### src/rtl/decode_issue_buffer.sv
`default_nettype none
// ============================================================================
// Module      : decode_issue_buffer
// Description : RV32IM fetch buffer with head decode and a per-register
//               scoreboard; issues one operand-ready instruction per cycle.
// Revision    : 1.0 - initial release
// ============================================================================
module decode_issue_buffer #(
    parameter int DEPTH    = 4,
    parameter int NUM_REGS = 32,
    parameter bit ENABLE_M = 1'b1
) (
    input  logic        CLK,
    input  logic        RST,
    input  logic        flush,
    input  logic        fetch_valid,
    input  logic [31:0] fetch_instr,
    input  logic [31:0] fetch_pc,
    output logic        fetch_ready,
    output logic        issue_valid,
    input  logic        issue_ready,
    output logic [31:0] issue_instr,
    output logic [31:0] issue_pc,
    output logic [1:0]  issue_fu,
    output logic [4:0]  issue_rd,
    output logic        issue_wen,
    output logic        issue_illegal,
    input  logic        wb_valid,
    input  logic [4:0]  wb_rd
);

    localparam int              c_aw    = $clog2(DEPTH);
    localparam int              c_cw    = $clog2(DEPTH + 1);
    localparam logic [c_cw-1:0] c_depth = c_cw'(DEPTH);

    // Bit 0 is never tracked, so x0 can never raise a hazard or be marked busy.
    localparam logic [31:0] c_sb_mask =
        ((NUM_REGS >= 32) ? 32'hFFFF_FFFF : ((32'd1 << NUM_REGS) - 32'd1)) & 32'hFFFF_FFFE;

    localparam logic [6:0] c_op_lui     = 7'b0110111;
    localparam logic [6:0] c_op_auipc   = 7'b0010111;
    localparam logic [6:0] c_op_jal     = 7'b1101111;
    localparam logic [6:0] c_op_jalr    = 7'b1100111;
    localparam logic [6:0] c_op_branch  = 7'b1100011;
    localparam logic [6:0] c_op_load    = 7'b0000011;
    localparam logic [6:0] c_op_store   = 7'b0100011;
    localparam logic [6:0] c_op_immed   = 7'b0010011;
    localparam logic [6:0] c_op_regreg  = 7'b0110011;
    localparam logic [6:0] c_op_system  = 7'b1110011;
    localparam logic [6:0] c_op_miscmem = 7'b0001111;

    localparam logic [1:0] c_fu_arith = 2'd0;
    localparam logic [1:0] c_fu_mul   = 2'd1;
    localparam logic [1:0] c_fu_div   = 2'd2;
    localparam logic [1:0] c_fu_lsu   = 2'd3;

    logic [31:0]      r_instr_mem [DEPTH];
    logic [31:0]      r_pc_mem    [DEPTH];
    logic [c_aw-1:0]  r_wptr;
    logic [c_aw-1:0]  r_rptr;
    logic [c_cw-1:0]  r_count;
    logic [31:0]      r_sb;

    logic        w_empty;
    logic [31:0] w_head;
    logic [6:0]  w_opc;
    logic [2:0]  w_f3;
    logic [6:0]  w_f7;
    logic [4:0]  w_rs1;
    logic [4:0]  w_rs2;
    logic        w_known;
    logic        w_wen_raw;
    logic        w_rs1_used;
    logic        w_rs2_used;
    logic        w_is_lsu;
    logic        w_is_m;
    logic        w_hazard;
    logic        w_enq;
    logic        w_deq;
    logic [31:0] w_sb_set;
    logic [31:0] w_sb_clr;

    // An empty buffer presents an all-zero word, which decodes as a harmless ARITH.
    assign w_empty = (r_count == '0);
    assign w_head  = w_empty ? 32'd0 : r_instr_mem[r_rptr];
    assign w_opc   = w_head[6:0];
    assign w_f3    = w_head[14:12];
    assign w_f7    = w_head[31:25];
    assign w_rs1   = w_head[19:15];
    assign w_rs2   = w_head[24:20];

    always_comb begin
        w_known    = 1'b1;
        w_wen_raw  = 1'b0;
        w_rs1_used = 1'b1;
        w_rs2_used = 1'b0;
        w_is_lsu   = 1'b0;
        case (w_opc)
            c_op_lui, c_op_auipc, c_op_jal: begin
                w_wen_raw  = 1'b1;
                w_rs1_used = 1'b0;
            end
            c_op_jalr, c_op_immed: w_wen_raw = 1'b1;
            c_op_branch:           w_rs2_used = 1'b1;
            c_op_load: begin
                w_wen_raw = 1'b1;
                w_is_lsu  = 1'b1;
            end
            c_op_store: begin
                w_rs2_used = 1'b1;
                w_is_lsu   = 1'b1;
            end
            c_op_regreg: begin
                w_wen_raw  = 1'b1;
                w_rs2_used = 1'b1;
            end
            c_op_system: begin
                w_wen_raw  = (w_f3 != 3'b000) && (w_f3 != 3'b100);
                w_rs1_used = !w_f3[2];
            end
            c_op_miscmem, 7'b0000000: ;
            default: w_known = 1'b0;
        endcase
    end

    assign w_is_m        = (w_opc == c_op_regreg) && (w_f7 == 7'b0000001);
    assign issue_illegal = !w_known
                         || ((w_opc == c_op_regreg) && w_f7[0] && (w_f7 != 7'b0000001))
                         || (w_is_m && !ENABLE_M);
    assign issue_wen     = w_wen_raw && !issue_illegal;
    assign issue_fu      = issue_illegal ? c_fu_arith :
                           w_is_lsu      ? c_fu_lsu   :
                           w_is_m        ? (w_f3[2] ? c_fu_div : c_fu_mul) :
                                           c_fu_arith;
    assign issue_rd      = w_head[11:7];
    assign issue_instr   = w_head;
    assign issue_pc      = w_empty ? 32'd0 : r_pc_mem[r_rptr];

    assign w_hazard = !issue_illegal
                    && ((w_rs1_used && r_sb[w_rs1])
                     || (w_rs2_used && r_sb[w_rs2])
                     || (issue_wen  && r_sb[issue_rd]));

    assign fetch_ready = (r_count < c_depth);
    assign issue_valid = !w_empty && !w_hazard && !flush;
    assign w_enq       = fetch_valid && fetch_ready && !flush;
    assign w_deq       = issue_valid && issue_ready;

    assign w_sb_clr = wb_valid ? (32'd1 << wb_rd) : 32'd0;
    assign w_sb_set = (w_deq && issue_wen) ? (32'd1 << issue_rd) : 32'd0;

    always_ff @(posedge CLK or posedge RST) begin
        if (RST) begin
            r_wptr  <= '0;
            r_rptr  <= '0;
            r_count <= '0;
        end else if (flush) begin
            r_wptr  <= '0;
            r_rptr  <= '0;
            r_count <= '0;
        end else begin
            if (w_enq) r_wptr <= r_wptr + 1'b1;
            if (w_deq) r_rptr <= r_rptr + 1'b1;
            case ({w_enq, w_deq})
                2'b10:   r_count <= r_count + 1'b1;
                2'b01:   r_count <= r_count - 1'b1;
                default: r_count <= r_count;
            endcase
        end
    end

    // Flush leaves the scoreboard alone: issued operations still write back.
    always_ff @(posedge CLK or posedge RST) begin
        if (RST) r_sb <= '0;
        else     r_sb <= ((r_sb & ~w_sb_clr) | w_sb_set) & c_sb_mask;
    end

    always_ff @(posedge CLK) begin
        if (w_enq) begin
            r_instr_mem[r_wptr] <= fetch_instr;
            r_pc_mem[r_wptr]    <= fetch_pc;
        end
    end

endmodule
`default_nettype wire

### config.mk
export PLATFORM = sky130hd
export DESIGN_NAME = decode_issue_buffer
export DESIGN_NICKNAME = d
export VERILOG_FILES = /design/src/rtl/decode_issue_buffer.sv
export SDC_FILE = /design/constraint.sdc
export NUM_CORES = 1
export LEC_CHECK = 0
export BUFFER_PORTS_ARGS = -buffer_cell sky130_fd_sc_hd__buf_2
export CORE_ASPECT_RATIO = 0.7
export CORE_UTILIZATION = 27
export CTS_BUF_LIST = sky130_fd_sc_hd__clkbuf_4
export DETAILED_ROUTE_END_ITERATION = 8
export HOLD_SLACK_MARGIN = 0.15
export RECOVER_POWER = 25
export SLEW_MARGIN = 20
export SYNTH_ARGS = -nofsm -noshare
export SYNTH_HDL_FRONTEND = slang
export SYNTH_SLANG_ARGS = --single-unit
### constraint.sdc
create_clock -name CLK -period 3.9 [get_ports CLK]
set_clock_uncertainty 0.1 [all_clocks]
set_input_delay 0.195 -clock CLK [delete_from_list [all_inputs] [get_ports CLK]]
set_output_delay 0.195 -clock CLK [all_outputs]
set_load 0.02 [all_outputs]
# Word level (Yosys, flattened, before mapping)
# Memory sizes are Yosys's and may differ from the RTL's.
# Cells that the tools add are included.
# classes
n_eq_ne,16
reduce_logical,35
div,0
n_mul,0
shifts,2
bitwise,3
muxes,27
n_addsub,4
n_lt_le_gt_ge,4
# op_table
cell,count
2-to-1 mux 32 bit,4
"<< shifter 1 x 5 -> 32 bit, first input constant",2
bitwise AND 32 bit,1
NOT 32 bit,1
OR 32 bit,1
"equality test 7 bit, second input constant",4
"equality test 7 x 6 -> 1 bit, second input constant",3
"less-than comparator 5 x 6 -> 1 bit, second input constant",3
2-to-1 mux 2 bit,8
binary-select mux 1 bit (select 5 bit),3
logical AND 1 bit,15
"equality test 7 x 5 -> 1 bit, second input constant",2
OR reduction 12 bit,1
2-to-1 mux 1 bit,8
"equality test 7 x 1 -> 1 bit, second input constant",1
"equality test 7 x 2 -> 1 bit, second input constant",1
"equality test 7 x 4 -> 1 bit, second input constant",1
zero test 7 bit,1
"inequality test 7 x 1 -> 1 bit, second input constant",1
OR reduction 7 bit,1
zero test 1 bit,6
case mux 3 bit (2 select lines),1
nonzero test 3 bit,2
OR reduction 3 bit,2
13 further kinds,18
# totals
latch_bits,0
in_bits,75
register_bits,38
word_cells,97
rom_bits,0
output_inout_bits,75
mem_count,2
mem_bits_rw,256
# memory_table
name,depth,word_bits,read_ports,rd_clocked_by_memory_dff,wr,line_no,text
r_instr_mem,4,32,1,0,1,57,logic [31:0] r_instr_mem [DEPTH];
r_pc_mem,4,32,1,0,1,58,logic [31:0] r_pc_mem [DEPTH];

# Longest topological paths before layout
# logic_depth
depth_word,19
ltp_mapped,19
ltp_nobuf,15

# Least setup slack after synthesis
# OpenSTA, ideal clock, no wires.
# synth_timing
kind,reg2reg
startpoint,reg r_rptr[1]
endpoint,reg r_count[2]
path_slack_ns,-0.110
setup_time_ns,0.090
period_less_slack_ns,4.010
stages_incl_launch_ff,16
arrival_time_ns,3.820
n_path_buf,4
required_time_ns,3.710
cell_sequence,dfrtp_1 buf_2 buf_2 buf_2 buf_2 mux4_2 and2_1 nand4b_1 nor4_1 nor2_1 a41o_1 nand2_1 nor3_1 fa_1 or4_1 o221ai_1
# synth_between
word_cells_on_any_way,54
cone_classes,15 x eq/ne; 13 x mux; 25 x reduce/logical; 1 x memory
# synth_rtl
element,line_no,text
"start, declared",60,logic [c_aw-1:0] r_rptr;
"start signal, assigned",163,if (w_deq) r_rptr <= r_rptr + 1'b1;
memory read (4 x 32 bit) (*),n/a,
2-to-1 mux 32 bit (*),85,assign w_head = w_empty ? 32'd0 : r_instr_mem[r_rptr];
named net issue_instr[24],22,"output logic [31:0] issue_instr,"
binary-select mux 1 bit (select 5 bit) (*),141,|| (w_rs2_used && r_sb[w_rs2])
2-to-1 mux 1 bit (implied by the code) (*),141,
logical AND 1 bit (*),141,
logical OR 1 bit (*),141,
logical OR 1 bit (*),142,|| (issue_wen && r_sb[issue_rd]));
logical AND 1 bit (*),140,&& ((w_rs1_used && r_sb[w_rs1])
zero test 1 bit (*),145,assign issue_valid = !w_empty && !w_hazard && !flush;
logical AND 1 bit (*) (2 in series),145,
logical AND 1 bit (*),147,assign w_deq = issue_valid && issue_ready;
equality test 2 x 1 -> 1 bit or equality test 2 bit (tied branches),164,"case ({w_enq, w_deq})"
case mux 3 bit (2 select lines),164,
2-to-1 mux 3 bit,157,end else if (flush) begin
"end signal, assigned",165,2'b10: r_count <= r_count + 1'b1;
"end signal, assigned",166,2'b01: r_count <= r_count - 1'b1;
"end signal, assigned",167,default: r_count <= r_count;
"end, declared",61,logic [c_cw-1:0] r_count;
# Mark *: on every way through the listed nets, which the timed path passes. The rest lies on a longest branch. The select of a mux whose other input is x is not followed.
# A chain may end at the register's enable or synchronous reset.

# Final worst setup path
# layout_timing
startpoint,reg r_rptr[0]
endpoint,reg r_count[1]
# layout_between
elab_chain_cells,19
word_cells_on_any_way,54
cone_classes,15 x eq/ne; 13 x mux; 25 x reduce/logical; 1 x memory
# layout_lines
element,line_no,text
memory read (4 x 32 bit) (*),n/a,
2-to-1 mux 32 bit (*),85,
"equality test 7 x 6 -> 1 bit, or another cell as far along","98, 128",
OR reduction 12 bit (no line),n/a,
2-to-1 mux 1 bit,98,case (w_opc)
zero test 1 bit,127,assign issue_illegal = !w_known
logical OR 1 bit,128,|| ((w_opc == c_op_regreg) && w_f7[0] && (w_f7 != 7'b0000001))
zero test 1 bit,"130, 139",
(+2 left out),n/a,
logical OR 1 bit,142,
logical AND 1 bit (*),140,
zero test 1 bit (*),145,
logical AND 1 bit (*) (2 in series),145,
logical AND 1 bit (*),147,
equality test 2 x 1 -> 1 bit or equality test 2 bit (tied branches),164,
case mux 3 bit (2 select lines),164,
2-to-1 mux 3 bit,157,
# Mark *: on every way between the ends. The rest lies on a longest branch, timed or not. The select of a mux whose other input is x is not followed.

==> metrics.md <==
| Metric | Value |
|---|---|
| Layout cell share with drive strength beyond 1 | `0.383` |
| Die width | `266 um` |
| Gate Count Post-Synth | `845` |
| Async SR Flop Fraction | `0.129` |
| H-tree depth | `3` |
| RSZ-0062 raised after global routing | `yes` |
| Non-filler cells, final | `2012` |
| Hold crit path type | `in2reg` |
| Yosys warns | `0` |
| Max Cap Violations | `0` |
| Crit end category | `flop` |
| Number of flops mapped to enable cells by yosys | `256` |
| Cell taking the most area after synthesis | `edfxtp_1` |
| Final worst path period share | `1.07` |
| Fin worst setup slack | `-0.262 ns` |
| Commonest non-fill, non-tap cell in the layout | `edfxtp_1` |
| Initial Util | `0.274` |
| CP Launch Type | `flop` |
| Max VDD drop | `0.341 mV` |
| Root buffer cell | `clkbuf_4` |
| GPL Wtd Cong | `0.907` |
| Seq/Total Area, Yosys | `0.657` |
| Cts bufs inserted | `76` |
| DR pass1 iterations | `5` |
| WP data required | `4.50 ns` |
| Critical Path Max Stage Delay | `0.56 ns` |
| Power Total | `12000 uW` |
| First-pass GRT wire length | `58800 um` |
| Area grow syn2layout | `39.3%` |
| Cell Pwr Density | `656 nW/um2` |
| Design area | `18300 um2` |
| Post-route ant nets | `0` |
| Outcome | `complete, but fails checks` |
| DP Area | `15500 um2` |
| GRT Overall Usage | `0.157` |
| Die H | `187 um` |
| Worst-path fanout max | `4` |
| Finished Core Util | `0.382` |
| Max Fclk | `240 MHz` |
| Core Box Area | `48000 um2` |
| DIE AREA | `49600 um2` |
| Leak | `0.00673 uW` |
| GRT overflow | `0` |
| CP Class | `reg2reg` |
| Synth area leaders | `edfxtp_1 58%, mux4_2 12%, dfrtp_1 7.2%, and2_1 2.9%, o21ai_0 2.2%` |
| Min Hold Slack | `0.255 ns` |
| CTS tree | `done` |
| Worst Setup SP | `r_rptr[0]$_DFFE_PP0P_` |
| CP cell instances | `buf_6 -> buf_6 -> mux4_2 -> buf_6 -> and2_4 -> buf_4 -> a221o_1 -> nand4_1 -> nand2_2 -> buf_4 -> a41o_1 -> nand2_2 -> nor3_2 -> fa_2 -> nand2_2 -> or4_1 -> nand4_1` |
| # rows | `67` |
| Final hold vios | `0` |
| Avg Inst Size Synth | `15.6 um2` |
| Syn Nets | `925` |
| Max Slew Vio Count | `0` |
| Mapped Area | `13200 um2` |
| Vias per cell | `4.76` |
| Detailed Route Iter0 Violations | `596` |
| DR WL/cell | `19.3 um` |
| Most frequent cells in the layout | `256 x edfxtp_1, 148 x dlygate4sd3_1, 147 x buf_2, 112 x clkbuf_4, 105 x buf_4` |
| Measured slew at the worst slew-check pin | `0.836 ns` |
| Port bufs | `149` |
| Slowest library cell on the worst path | `fa_2` |
| Critical hold path startpoint | `flush` |
| Routed wire length | `38900 um` |
| Num ports | `150` |
| Synth unique cells | `73` |
| Final setup viols | `3` |
| #FFs+latches synth | `294` |
| Reg2reg start | `r_rptr[0]$_DFFE_PP0P_` |
| Number of global-route vias before repair | `10041` |
| Via count | `9570` |
| Predominant post-synthesis flop cell | `edfxtp_1` |
| Largest net degree at the start of global routing | `42` |
| Crit path time final | `4.16 ns` |
| Clock transition at path regs | `0.07 ns` |
| Nets | `1384` |
| Placed insts | `1715` |
| Clock Path Buffers | `3` |
| Critical Path AT | `4.76 ns` |
| Clock sinks | `294` |
| Antenna violations before repair | `4` |
| Post-route DRC violation count | `0` |
| Failing checks | `setup timing` |
| Slew HR | `0.441` |
| Hpwl dp | `26300 um` |
| Skew-Pair Late Insertion Delay | `0.77 ns` |
| Synth top area share | `0.584` |
==> path summary, 6_finish.rpt <==
| path | endpoint | slack, ns | cells past startpoint |
|---|---|---|---|
| worst max register to register | r_count[1]$_DFFE_PP0P_ | -0.26 | 17 |
| worst max-delay path | r_count[1]$_DFFE_PP0P_ | -0.26 | 17 |
| max in group asynchronous | r_sb[16]$_DFF_PP0_ | 2.74 | 5 |
| min in group asynchronous | r_wptr[0]$_DFFE_PP0P_ | 0.54 | 5 |
| worst min register to register | r_wptr[1]$_DFFE_PP0P_ | 0.48 | 2 |
| worst min-delay path | r_wptr[1]$_DFFE_PP0P_ | 0.26 | 3 |
==> where the power goes <==
| part | switching, uW | total, uW | internal, uW |
|---|---|---|---|
| logic | 3170 | 5650 | 2480 |
| clock network | 1270 | 2640 | 1370 |
| registers | 84.5 | 3740 | 3650 |
==> cells in the mapped netlist (all sizes together) (5+ instances only) <==
master,count
and3,7
nand4,5
nor3,8
and2,62
nand2,43
nand3,19
buf,25
clkbuf,20
nand2b,18
o211ai,5
dfrtp,38
o2111ai,6
mux2i,28
o21ai,74
inv,24
or2,8
nor2,22
a211oi,5
mux4,69
nand4b,5
o31ai,5
a21oi,13
edfxtp,256
==> sequential cells by signal, summed over array words and instances (netlist names) <==
name	cells
r_count	3
r_instr_mem	128
r_pc_mem	128
r_rptr	2
r_sb	31
r_wptr	2
==> cells by family (layout without fill, tap and decap cells) <==
group | after synthesis | after routing | synth area share
compound gates | 154 | 154 | 0.0764
xor+xnor | 1 | 1 | 0.000666
fa+ha+maj | 5 | 5 | 0.00533
buf+inv | 69 | 577 | 0.0235
flops | 294 | 294 | 0.657
mux | 98 | 98 | 0.140
other cells | 0 | 4 | 0
simple gates | 224 | 224 | 0.0971
==> per-stage QoR <==
step	setup slack (ns)	TNS, ns
floorplan	0.0104	0
global placement	-0.185	-0.363
detailed placement	-0.254	-0.462
CTS	-0.321	-0.725
global route	-0.416	-1.06
finish	-0.262	-0.516
==> routing by layer <==
metal	global-route usage	wire (um)	vias to the layer above	part of all wire
li1	-	-	4333	-
met1	0.206	17300	4840	0.44
met2	0.243	18000	328	0.46
met3	0.0529	2750	69	0.071
met4	0.0531	896	0	0.023
met5	0	0	-	0
==> worst max-delay path: cells and delay by family (launching register included) <==
kind	cells	cell delay [ns]
DFF	1	0.51
AOI/OAI and AO/OA	2	0.51
adders and majority gates	1	0.56
muxes	1	0.50
and+or+nand+nor	8	1.20
buffers and inverters	5	0.72
==> final cells by class <==
| class | instances | area, um2 |
|---|---|---|
| Multi-Input combinational cell | 482 | 4450 |
| Fill cell | 4633 | 29600 |
| Inverter | 24 | 92.6 |
| Timing Repair Buffer | 426 | 3380 |
| Tap cell | 655 | 820 |
| Clock inverter | 15 | 91.3 |
| Antenna cell | 4 | 10.0 |
| Sequential cell | 294 | 8650 |
| Clock buffer | 112 | 841 |
==> timing repair <==
action	4_1_cts	5_1_grt
endpoints found under the setup margin	5	7
hold endpoints to repair	332	0
hold buffers	148	0
setup buffers	14	6
cloned	0	0
pin swaps	20	21
resized for setup	29	37
No activity file was read; power rests on OpenSTA's default activity.
